===== src/rtl/snn_sched_pkg.sv =====
// Shared types and constants for the SNN window scheduler.
package snn_sched_pkg;

  // Scheduler phases: wait for a sample, hold the SNN in reset, integrate, present result.
  typedef enum logic [1:0] {
    IDLE   = 2'd0,
    CLEAR  = 2'd1,
    RUN    = 2'd2,
    REPORT = 2'd3
  } sched_state_e;

  // Winner encodings presented on res_class.
  localparam logic [1:0] RES_CLASS_TIE = 2'b00;
  localparam logic [1:0] RES_CLASS_0   = 2'b01;
  localparam logic [1:0] RES_CLASS_1   = 2'b10;

  // Number of cycles the SNN is held in reset before a window when not overridden.
  localparam int DEFAULT_CLEAR_CYCLES = 2;

  // Map the outcome of comparing the two final counts to a class code.
  function automatic logic [1:0] class_from_cmp(input logic c0_greater, input logic c1_greater);
    logic [1:0] cls;
    cls = RES_CLASS_TIE;
    if (c0_greater) begin
      cls = RES_CLASS_0;
    end else if (c1_greater) begin
      cls = RES_CLASS_1;
    end
    return cls;
  endfunction

endpackage


===== src/rtl/snn_spike_counter.sv =====
// Saturating spike counter with synchronous clear; stops at all-ones instead of wrapping.
module snn_spike_counter
  import snn_sched_pkg::*;
#(
  parameter int CNT_W = 6
) (
  input  logic             clk,
  input  logic             rst_n,
  input  logic             clear,
  input  logic             inc,
  output logic [CNT_W-1:0] count
);

  logic [CNT_W-1:0] count_q;
  logic [CNT_W-1:0] count_d;

  // Next count: clear wins over increment, increment holds once saturated.
  always_comb begin
    count_d = count_q;
    if (clear) begin
      count_d = '0;
    end else if (inc && (count_q != '1)) begin
      count_d = count_q + CNT_W'(1);
    end
  end

  // Count register.
  always_ff @(posedge clk or negedge rst_n) begin
    if (!rst_n) begin
      count_q <= '0;
    end else begin
      count_q <= count_d;
    end
  end

  assign count = count_q;

endmodule


===== src/rtl/snn_window_scheduler.sv =====
// Drives one sample into an SNN for a programmable window, counts per-class
// output spikes, and reports the winning class through a valid/ready handshake.
module snn_window_scheduler
  import snn_sched_pkg::*;
#(
  parameter int WINDOW_W     = 8,
  parameter int CNT_W        = 6,
  parameter int CLEAR_CYCLES = DEFAULT_CLEAR_CYCLES
) (
  input  logic                clk,
  input  logic                rst_n,
  input  logic                in_valid,
  output logic                in_ready,
  input  logic [7:0]          in_data,
  input  logic [WINDOW_W-1:0] window_len,
  input  logic                abort,
  output logic                snn_reset,
  output logic [7:0]          snn_input,
  input  logic [1:0]          snn_spikes,
  output logic                res_valid,
  input  logic                res_ready,
  output logic [CNT_W-1:0]    res_count0,
  output logic [CNT_W-1:0]    res_count1,
  output logic [1:0]          res_class,
  output logic                busy
);

  // One down-counter times both the CLEAR phase (up to 15 cycles) and the RUN window.
  localparam int TMR_W = (WINDOW_W > 4) ? WINDOW_W : 4;

  sched_state_e      state_q, state_d;
  logic [7:0]        input_q, input_d;
  logic [WINDOW_W-1:0] len_q, len_d;
  logic [TMR_W-1:0]  tmr_q, tmr_d;
  logic              clear_cnt;
  logic              accept;
  logic              in_run;
  logic [CNT_W-1:0]  count0;
  logic [CNT_W-1:0]  count1;

  assign accept = in_valid && (state_q == IDLE);
  assign in_run = (state_q == RUN);

  // Next-state, latched sample/length, phase timer and counter clear.
  always_comb begin
    state_d   = state_q;
    input_d   = input_q;
    len_d     = len_q;
    tmr_d     = tmr_q;
    clear_cnt = 1'b0;
    unique case (state_q)
      IDLE: begin
        if (accept) begin
          input_d   = in_data;
          len_d     = (window_len == '0) ? WINDOW_W'(1) : window_len;
          tmr_d     = TMR_W'(CLEAR_CYCLES - 1);
          clear_cnt = 1'b1;
          state_d   = CLEAR;
        end
      end
      CLEAR: begin
        if (abort) begin
          state_d = IDLE;
        end else if (tmr_q == '0) begin
          tmr_d   = TMR_W'(len_q - WINDOW_W'(1));
          state_d = RUN;
        end else begin
          tmr_d = tmr_q - TMR_W'(1);
        end
      end
      RUN: begin
        if (abort) begin
          state_d = IDLE;
        end else if (tmr_q == '0) begin
          state_d = REPORT;
        end else begin
          tmr_d = tmr_q - TMR_W'(1);
        end
      end
      REPORT: begin
        if (res_ready) begin
          state_d = IDLE;
        end
      end
      default: begin
        state_d = IDLE;
      end
    endcase
  end

  // State, sample, length and timer registers.
  always_ff @(posedge clk or negedge rst_n) begin
    if (!rst_n) begin
      state_q <= IDLE;
      input_q <= '0;
      len_q   <= WINDOW_W'(1);
      tmr_q   <= '0;
    end else begin
      state_q <= state_d;
      input_q <= input_d;
      len_q   <= len_d;
      tmr_q   <= tmr_d;
    end
  end

  snn_spike_counter #(
    .CNT_W (CNT_W)
  ) u_count0 (
    .clk   (clk),
    .rst_n (rst_n),
    .clear (clear_cnt),
    .inc   (in_run && snn_spikes[0]),
    .count (count0)
  );

  snn_spike_counter #(
    .CNT_W (CNT_W)
  ) u_count1 (
    .clk   (clk),
    .rst_n (rst_n),
    .clear (clear_cnt),
    .inc   (in_run && snn_spikes[1]),
    .count (count1)
  );

  assign in_ready   = (state_q == IDLE);
  assign busy       = (state_q != IDLE);
  assign snn_reset  = (state_q != RUN);
  assign res_valid  = (state_q == REPORT);
  assign snn_input  = input_q;
  assign res_count0 = count0;
  assign res_count1 = count1;
  assign res_class  = class_from_cmp(count0 > count1, count1 > count0);

endmodule


===== config.mk =====
export PLATFORM = sky130hd
export DESIGN_NAME = snn_window_scheduler
export DESIGN_NICKNAME = d
export VERILOG_FILES = /design/src/rtl/snn_sched_pkg.sv /design/src/rtl/snn_spike_counter.sv /design/src/rtl/snn_window_scheduler.sv
export SDC_FILE = /design/constraint.sdc
export NUM_CORES = 1
export LEC_CHECK = 0
export ABC_AREA = 1
export CORE_ASPECT_RATIO = 2
export CORE_MARGIN = 1.5
export CORE_UTILIZATION = 40
export DETAILED_ROUTE_END_ITERATION = 8
export PLACE_DENSITY = 0.67
export SYNTH_ARGS = -nofsm -noshare
export SYNTH_HDL_FRONTEND = slang
export SYNTH_SLANG_ARGS = --single-unit

===== constraint.sdc =====
create_clock -name clk -period 2 [get_ports clk]
set_input_delay 0.6 -clock clk [delete_from_list [all_inputs] [get_ports clk]]
set_output_delay 0.6 -clock clk [all_outputs]
set_load 0.03 [all_outputs]

==> summary.log, run 1 <==
INFO  floorplan      core_area=6006um2
INFO  synth          syn_area_per_cell=7.429um2
INFO  drt            wl_per_cell=13.35um
INFO  cts            clk_pin_slew=0.05ns
INFO  sta            max_slew.worst_pin.slew=0.5129ns
INFO  sta            hold_violations=0
INFO  final_layout   fin_cells=471
INFO  synth          postSynth.topFlopCell=sky130_fd_sc_hd__dfrtp_1
INFO  sta            fmax=463.3MHz
INFO  cts            tritoncts=done
INFO  drt            dr.pass1.iters=4
INFO  synth          netlist_instances=334
INFO  power_and_ir_drop share_comb_of_total_power=0.582
INFO  power_and_ir_drop vdd_drop_max=0.9714mV
INFO  sta            min_period=2.159ns
INFO  worst_setup_path timing.critical_path.to_type=output port
INFO  drt            total_vias_in_the_final_route=2343
INFO  drt            antenna_left=0
INFO  worst_setup_path worstSetupStartpointType=register
INFO  synth          synth_fp_nets=372
INFO  drt            vias_per_cell=4.975
INFO  power_and_ir_drop p_int=0.002740W
INFO  sta            max-slew-margin-rel=0.6581
INFO  global_route   first_global_vias=2332
INFO  worst_setup_path worst-endpoint-required=1.40ns
INFO  final_layout   final_cell_mix=sky130_fd_sc_hd__nand2_1 (111), sky130_fd_sc_hd__inv_1 (38), sky130_fd_sc_hd__clkdlybuf4s50_1 (30)
INFO  cts            numCtsBuffers=5
INFO  floorplan      dieWidth=58.69um
INFO  synth          ys_seq_area_frac=0.3838
INFO  worst_setup_path worstRegToRegCells=8
INFO  synth          share_of_async_settable_or_async_resettable_flops_after_synthesis=1.000
INFO  sta            final_setup_slack_of_the_worst_path=-0.1586ns
INFO  power_and_ir_drop pwr-share-clk=0.180
INFO  job            cap_violations=0
INFO  worst_setup_path regToRegSetupSlack=0.37ns
INFO  global_route   grt_remaining_overflow=0
INFO  synth          ys_seq_elements=38
INFO  power_and_ir_drop static-leakage-power=1.770nW
INFO  worst_setup_path reg2reg_to=state_q[0]
INFO  cts            cts_max_level=2
INFO  cts            cts_root_buffer=sky130_fd_sc_hd__clkbuf_16
INFO  final_layout   drive_above_1_share=0.2132
INFO  power_and_ir_drop switching_share=0.4493
INFO  place          port-buffer-count=48
INFO  power_and_ir_drop power.share.sequential=0.238
INFO  synth          synth_edf_count=0
INFO  global_route   global_route_wire_length_before_repair=10410um
INFO  global_route   initial_antenna_violation_count=0
INFO  power_and_ir_drop power.net_switching=0.002235W
INFO  final_layout   design.final.nets=445
INFO  final_layout   synthToLayoutAreaGrowth=39.18%
INFO  cts            cts.sinks=38
INFO  cts            clockBufferDepth=2
INFO  worst_setup_path worst_r2r_startpoint=state_q[1]
INFO  worst_setup_path critical_path_class=register to output port
INFO  place          gp_congestion=0.8644
INFO  power_and_ir_drop cellPowerDensity=1441nW/um2
INFO  global_route   track_usage=0.2075
INFO  global_route   grt_max_degree=39
INFO  sta            setup_viols_final=2
INFO  floorplan      dieHeight=114.4um
INFO  final_layout   fillerInstances=557
INFO  status         status=complete, but fails checks
INFO  synth          synth-warning-count=0
INFO  floorplan      floorplan.io_pins=49
INFO  cts            clock_insertion_delay_worst_skew=0.28ns
INFO  drt            drt_wl_total=6287um
INFO  drt            detailedRoute.firstIterationViolations=66
INFO  place          placedCellCount=459
INFO  power_and_ir_drop design_power_total=0.004975W
INFO  sta            final.setup_skew=0.003328ns
INFO  status         violations_in_the_final_reports=setup timing
INFO  worst_setup_path worst-endpoint-arrival=1.56ns
INFO  synth          mappedNetlistArea=2481um2
INFO  sta            grt_setup_unrepaired=true
INFO  floorplan      design.die.area=6713um2
INFO  final_layout   num_antenna_cells=0
INFO  final_layout   final_common_cell=sky130_fd_sc_hd__nand2_1
INFO  sta            max_slew_vio_count=0
INFO  hold_path      worst_hold_path_type=primary input to async pin
INFO  floorplan      rows=40
INFO  place          detailed_place_hpwl=4837um
INFO  sta            final_min_period_over_clock_period=1.079
INFO  place          dpl_worst_slack=-0.001203ns
INFO  synth          yosys.cell_types.count=33
INFO  drt            detail_route.drc_violations=0
INFO  worst_setup_path path_max_fanout=2
INFO  floorplan      initial_core_util=0.4131
## cell usage after synthesis, types with 3 or more instances
| master | count | area [um2] |
|---|---|---|
| sky130_fd_sc_hd__nand2_1 | 113 | 424.2 |
| sky130_fd_sc_hd__inv_1 | 44 | 165.2 |
| sky130_fd_sc_hd__dfrtp_1 | 37 | 925.9 |
| sky130_fd_sc_hd__nor2_1 | 28 | 105.1 |
| sky130_fd_sc_hd__nand3_1 | 20 | 100.1 |
| sky130_fd_sc_hd__o21ai_0 | 19 | 95.09 |
| sky130_fd_sc_hd__ha_1 | 15 | 187.7 |
| sky130_fd_sc_hd__a21oi_1 | 7 | 35.03 |
| sky130_fd_sc_hd__nand4_1 | 7 | 43.79 |
| sky130_fd_sc_hd__nor2_4 | 5 | 56.30 |
| sky130_fd_sc_hd__nand2_4 | 4 | 45.04 |
| sky130_fd_sc_hd__xor2_1 | 4 | 35.03 |
| sky130_fd_sc_hd__o21ai_1 | 3 | 15.01 |
| sky130_fd_sc_hd__xnor2_1 | 3 | 26.28 |
## registers in the layout (all words and copies together), names as in the netlist
name and flops:
u_count1.count 6, u_count0.count 6, snn_input 8, len_q 8
state_q 2, tmr_q 8
## final cells by class
| cell class | count | area [um2] | share of cell area |
|---|---|---|---|
| timing repair buffer | 71 | 631.9 | 0.1830 |
| multi-input combinational | 245 | 1440 | 0.4170 |
| clock inverter | 1 | 30.03 | 0.008696 |
| clock buffer | 7 | 132.6 | 0.03841 |
| tap | 63 | 78.83 | 0.02283 |
| sequential | 38 | 964.7 | 0.2793 |
| inverter | 46 | 175.2 | 0.05072 |
## worst max-delay path by stage
stage,from,endpoint,slack [ns],depth (start not counted)
3_5_place_dp,state_q[0],snn_reset,-0.001,4
5_1_grt,u_count1.count[2],res_class[1],-0.21,7
6_report,u_count1.count[2],res_class[1],-0.16,7
4_1_cts,u_count1.count[5],res_class[1],-0.17,7
3_3_place_gp,state_q[0],snn_reset,0.02,4
2_1_floorplan,u_count0.count[4],res_class[1],-0.06,7
## stage by stage
| stage | hold WS, ns | util | setup TNS, ns | cell area (um2) |
|---|---|---|---|---|
| finish | 0.3650 | 0.5750 | -0.2904 | 3453 |
| detailed placement | 0.4636 | 0.5340 | -0.001203 | 3207 |
| global placement | 0.4618 | 0.5340 | 0 | 3207 |
| floorplan | 0.3044 | - | -0.05983 | 2549 |
| CTS | 0.3858 | 0.5706 | -0.3275 | 3427 |
| global route | 0.4233 | 0.5750 | -0.3991 | 3453 |
## repair_timing
| action | 4_1_cts | 5_1_grt |
|---|---|---|
| gates resized for setup | 25 | 5 |
| setup buffers | 4 | 0 |
| hold buffers | 0 | 0 |
| pin swaps | 5 | 3 |
| setup endpoints to repair | 11 | 4 |
## power groups by stage
stage | clock network (W) | logic, W | registers [W]
finish | 0.000894 | 0.00290 | 0.00119
global route | 0.000951 | 0.00319 | 0.00121
CTS | 0.000917 | 0.00292 | 0.00119
detailed placement | 0 | 0.00284 | 0.00120
global placement | 0 | 0.00280 | 0.00119
floorplan | 0 | 0.00171 | 0.00139
## worst max-delay path, stage by stage, from the launching register on
cell and delay, ns:
sky130_fd_sc_hd__dfrtp_2 0.43, sky130_fd_sc_hd__ha_4 0.28, sky130_fd_sc_hd__nand2_4 0.05, sky130_fd_sc_hd__nor2_4 0.11, sky130_fd_sc_hd__o21ai_2 0.06, sky130_fd_sc_hd__o211a_4 0.14, sky130_fd_sc_hd__nor2_4 0.08, sky130_fd_sc_hd__buf_6 0.13
## routing by layer
| metal | share of wire | track usage |
|---|---|---|
| met4 | 0.044 | 0.1242 |
| met1 | 0.37 | 0.2091 |
| met2 | 0.55 | 0.3760 |
| met3 | 0.032 | 0.04068 |
| met5 | 0 | 0 |
## cells by family (layout without fill, tap and decap cells)
family,Yosys count,in the layout,synth area share
xor gates and xnor gates,7,7,0.02471
and+or+nand+nor,188,188,0.3560
buffers and inverters,51,125,0.08119
DFF,38,38,0.3838
adders and majority gates,15,15,0.07564
AOI/OAI and AO/OA,35,35,0.07867
No activity file was read; power rests on OpenSTA's default activity.
==> inputs of run 2 (changes only) <==
--- a/config.mk
+++ b/config.mk
@@ -14,3 +14,4 @@
 export SYNTH_ARGS = -nofsm -noshare
 export SYNTH_HDL_FRONTEND = slang
 export SYNTH_SLANG_ARGS = --single-unit
+export TNS_END_PERCENT = 30
==> results of run 2 <==
No change in the layout: final DEF, timing and power equal those of run 1.
==> inputs of run 3 (changes only) <==
--- a/config.mk
+++ b/config.mk
@@ -10,7 +10,6 @@
 export CORE_MARGIN = 1.5
 export CORE_UTILIZATION = 40
 export DETAILED_ROUTE_END_ITERATION = 8
-export PLACE_DENSITY = 0.67
 export SYNTH_ARGS = -nofsm -noshare
 export SYNTH_HDL_FRONTEND = slang
 export SYNTH_SLANG_ARGS = --single-unit
==> summary.log, run 3 (synthesis gave the netlist of run 1 again) <==
INFO  status         status=complete, but fails checks [unchanged]
INFO  status         violations_in_the_final_reports=setup timing [unchanged]
INFO  power_and_ir_drop p_int=0.002656W [was 0.002740 W]
INFO  final_layout   design.final.nets=448 [was 445]
INFO  worst_setup_path worst-endpoint-required=1.40ns [about the same]
INFO  power_and_ir_drop vdd_drop_max=1.096mV [was 0.9714 mV]
INFO  place          placedCellCount=460 [was 459]
INFO  sta            max-slew-margin-rel=0.7420 [was 0.6581]
INFO  cts            clockBufferDepth=2 [unchanged]
INFO  worst_setup_path worstSetupStartpointType=register [unchanged]
INFO  cts            numCtsBuffers=5 [unchanged]
INFO  worst_setup_path worst-endpoint-arrival=1.55ns [was 1.56 ns]
INFO  floorplan      rows=40 [unchanged]
INFO  sta            finalSetupTns=-0.3012ns [was -0.2904 ns]
INFO  final_layout   drive_above_1_share=0.2214 [was 0.2132]
INFO  final_layout   final_common_cell=sky130_fd_sc_hd__nand2_1 [unchanged]
INFO  power_and_ir_drop switching_share=0.4571 [was 0.4493]
INFO  sta            final.setup_skew=0.004451ns [was 0.003328 ns]
INFO  floorplan      core_area=6006um2 [unchanged]
INFO  final_layout   final_cell_mix=sky130_fd_sc_hd__nand2_1 (111), sky130_fd_sc_hd__inv_1 (38), sky130_fd_sc_hd__clkdlybuf4s50_1 (30) [unchanged]
INFO  power_and_ir_drop power.share.sequential=0.242 [was 0.238]
INFO  floorplan      design.die.area=6713um2 [unchanged]
INFO  worst_setup_path worstRegToRegCells=9 [was 8]
INFO  sta            max_slew_vio_count=0 [unchanged]
INFO  sta            max_slew.worst_pin.slew=0.3870ns [was 0.5129 ns]
INFO  cts            cts.sinks=38 [unchanged]
INFO  power_and_ir_drop pwr-share-clk=0.166 [was 0.180]
INFO  sta            setup_viols_final=2 [unchanged]
INFO  sta            hold_violations=0 [unchanged]
INFO  sta            final_setup_slack_of_the_worst_path=-0.1545ns [was -0.1586 ns]
INFO  power_and_ir_drop cellPowerDensity=1411nW/um2 [was 1441 nW/um2]
INFO  worst_setup_path path_max_fanout=2 [unchanged]
INFO  worst_setup_path worst_r2r_startpoint=tmr_q[0] [was state_q[1]]
INFO  cts            tritoncts=done [unchanged]
INFO  global_route   track_usage=0.2076 [was 0.2075]
INFO  place          port-buffer-count=48 [unchanged]
INFO  drt            total_vias_in_the_final_route=2302 [was 2343]
INFO  global_route   initial_antenna_violation_count=0 [unchanged]
INFO  sta            fin_worst_hold_slack=0.2317ns [was 0.3650 ns]
INFO  drt            vias_per_cell=4.857 [was 4.975]
INFO  floorplan      initial_core_util=0.4131 [unchanged]
INFO  final_layout   num_antenna_cells=0 [unchanged]
INFO  power_and_ir_drop power.net_switching=0.002236W [was 0.002235 W]
INFO  job            cap_violations=0 [unchanged]
INFO  place          gp_congestion=0.8138 [was 0.8644]
INFO  sta            min_period=2.155ns [was 2.159 ns]
INFO  cts            hold_buffers=0 [unchanged]
INFO  power_and_ir_drop share_comb_of_total_power=0.591 [was 0.582]
INFO  global_route   grt_remaining_overflow=0 [unchanged]
INFO  hold_path      worst_hold_path_type=primary input to async pin [unchanged]
INFO  floorplan      floorplan.io_pins=49 [unchanged]
INFO  drt            antenna_left=0 [unchanged]
INFO  drt            wl_per_cell=13.21um [was 13.35 um]
INFO  cts            cts_max_level=2 [unchanged]
INFO  cts            cts_root_buffer=sky130_fd_sc_hd__clkbuf_16 [unchanged]
INFO  power_and_ir_drop static-leakage-power=1.762nW [was 1.770 nW]
INFO  worst_setup_path critical_path_class=register to output port [unchanged]
INFO  place          detailed_place_hpwl=4945um [was 4837 um]
INFO  sta            fmax=464.1MHz [was 463.3 MHz]
INFO  sta            grt_setup_unrepaired=true [unchanged]
INFO  sta            final_min_period_over_clock_period=1.077 [was 1.079]
INFO  worst_setup_path regToRegSetupSlack=0.36ns [was 0.37 ns]
INFO  cts            clock_insertion_delay_worst_skew=0.29ns [was 0.28 ns]
INFO  cts            clk_pin_slew=0.05ns [about the same]
INFO  worst_setup_path timing.critical_path.to_type=output port [unchanged]
INFO  final_layout   fillerInstances=557 [unchanged]
INFO  global_route   global_route_wire_length_before_repair=10450um [was 10410 um]
INFO  floorplan      dieWidth=58.69um [unchanged]
INFO  global_route   first_global_vias=2304 [was 2332]
INFO  drt            detailedRoute.firstIterationViolations=101 [was 66]
INFO  global_route   grt_max_degree=22 [was 39]
INFO  drt            drt_wl_total=6260um [was 6287 um]
INFO  final_layout   fin_cells=474 [was 471]
INFO  drt            detail_route.drc_violations=0 [unchanged]
INFO  drt            dr.pass1.iters=4 [unchanged]
INFO  final_layout   synthToLayoutAreaGrowth=39.69% [was 39.18%]
INFO  worst_setup_path reg2reg_to=tmr_q[2] [was state_q[0]]
INFO  floorplan      dieHeight=114.4um [unchanged]
[run 3: cell count changes in the layout (fill, tap and decap cells not counted), sizes merged]
cell	before	now
clkinvlp	0	1
clkbuf	7	6
clkdlybuf4s15	1	2
bufinv	1	0
dlymetal6s2s	1	0
buf	28	31
clkinv	0	1
[run 3: cell type report]
type                    count  area [um2]  area share
clock buffers               6       138.9     0.04007
clock inverters             2       12.51    0.003610
inverters                  46       175.2     0.05054
well taps                  63       78.83     0.02274
repair buffers             74       664.4      0.1917
flip-flops and latches     38       964.7      0.2783
multi-input cells         245        1431      0.4130
[run 3: repair_timing]
action | CTS | global route
setup endpoints to repair | 13 | 4
resized for setup | 26 | 3
setup buffers | 5 | 1
pin swaps | 5 | 0
[run 3: per-layer routing]
layer	global-route usage	part of all wire	up-vias
li1	-	-	1204
met1	0.2115	0.37	1051
met2	0.3865	0.57	37
met3	0.04294	0.033	10
met4	0.09545	0.026	0
met5	0	0	-
[run 3: stage by stage]
step	setup WS (ns)	util	area (um2)	power, W
final	-0.1545	0.5771	3466	0.004892
after global routing	-0.2110	0.5771	3466	0.005293
after CTS	-0.1703	0.5731	3442	0.004948
after detailed placement	0.001803	0.5373	3227	0.004058
after global placement	0.03157	0.5373	3227	0.004024
after floorplan	-0.05983	-	2549	0.003105
[run 3: power by group through the flow]
stage          clock network [W]  registers (W)  logic, W
2_1_floorplan                  0        0.00139   0.00171
4_1_cts                 0.000833        0.00119   0.00293
6_report                0.000814        0.00118   0.00289
5_1_grt                 0.000860        0.00122   0.00322
3_5_place_dp                   0        0.00120   0.00286
3_3_place_gp                   0        0.00119   0.00284
[run 3: critical path: stages (launching register included)]
cell and delay (ns):
sky130_fd_sc_hd__dfrtp_2 0.42, sky130_fd_sc_hd__ha_4 0.28, sky130_fd_sc_hd__nand2_4 0.06, sky130_fd_sc_hd__nor2_4 0.11, sky130_fd_sc_hd__o21ai_2 0.06, sky130_fd_sc_hd__o211a_4 0.14
sky130_fd_sc_hd__nor2_4 0.08, sky130_fd_sc_hd__buf_6 0.13
[run 3: worst max-delay path by stage]
stage,to,startpoint
final,res_class[1],u_count1.count[4]
after global routing,res_class[1],u_count0.count[4]
after CTS,res_class[1],u_count0.count[4]
after detailed placement,snn_reset,state_q[0]
after global placement,snn_reset,state_q[0]
after floorplan,res_class[1],u_count0.count[4]
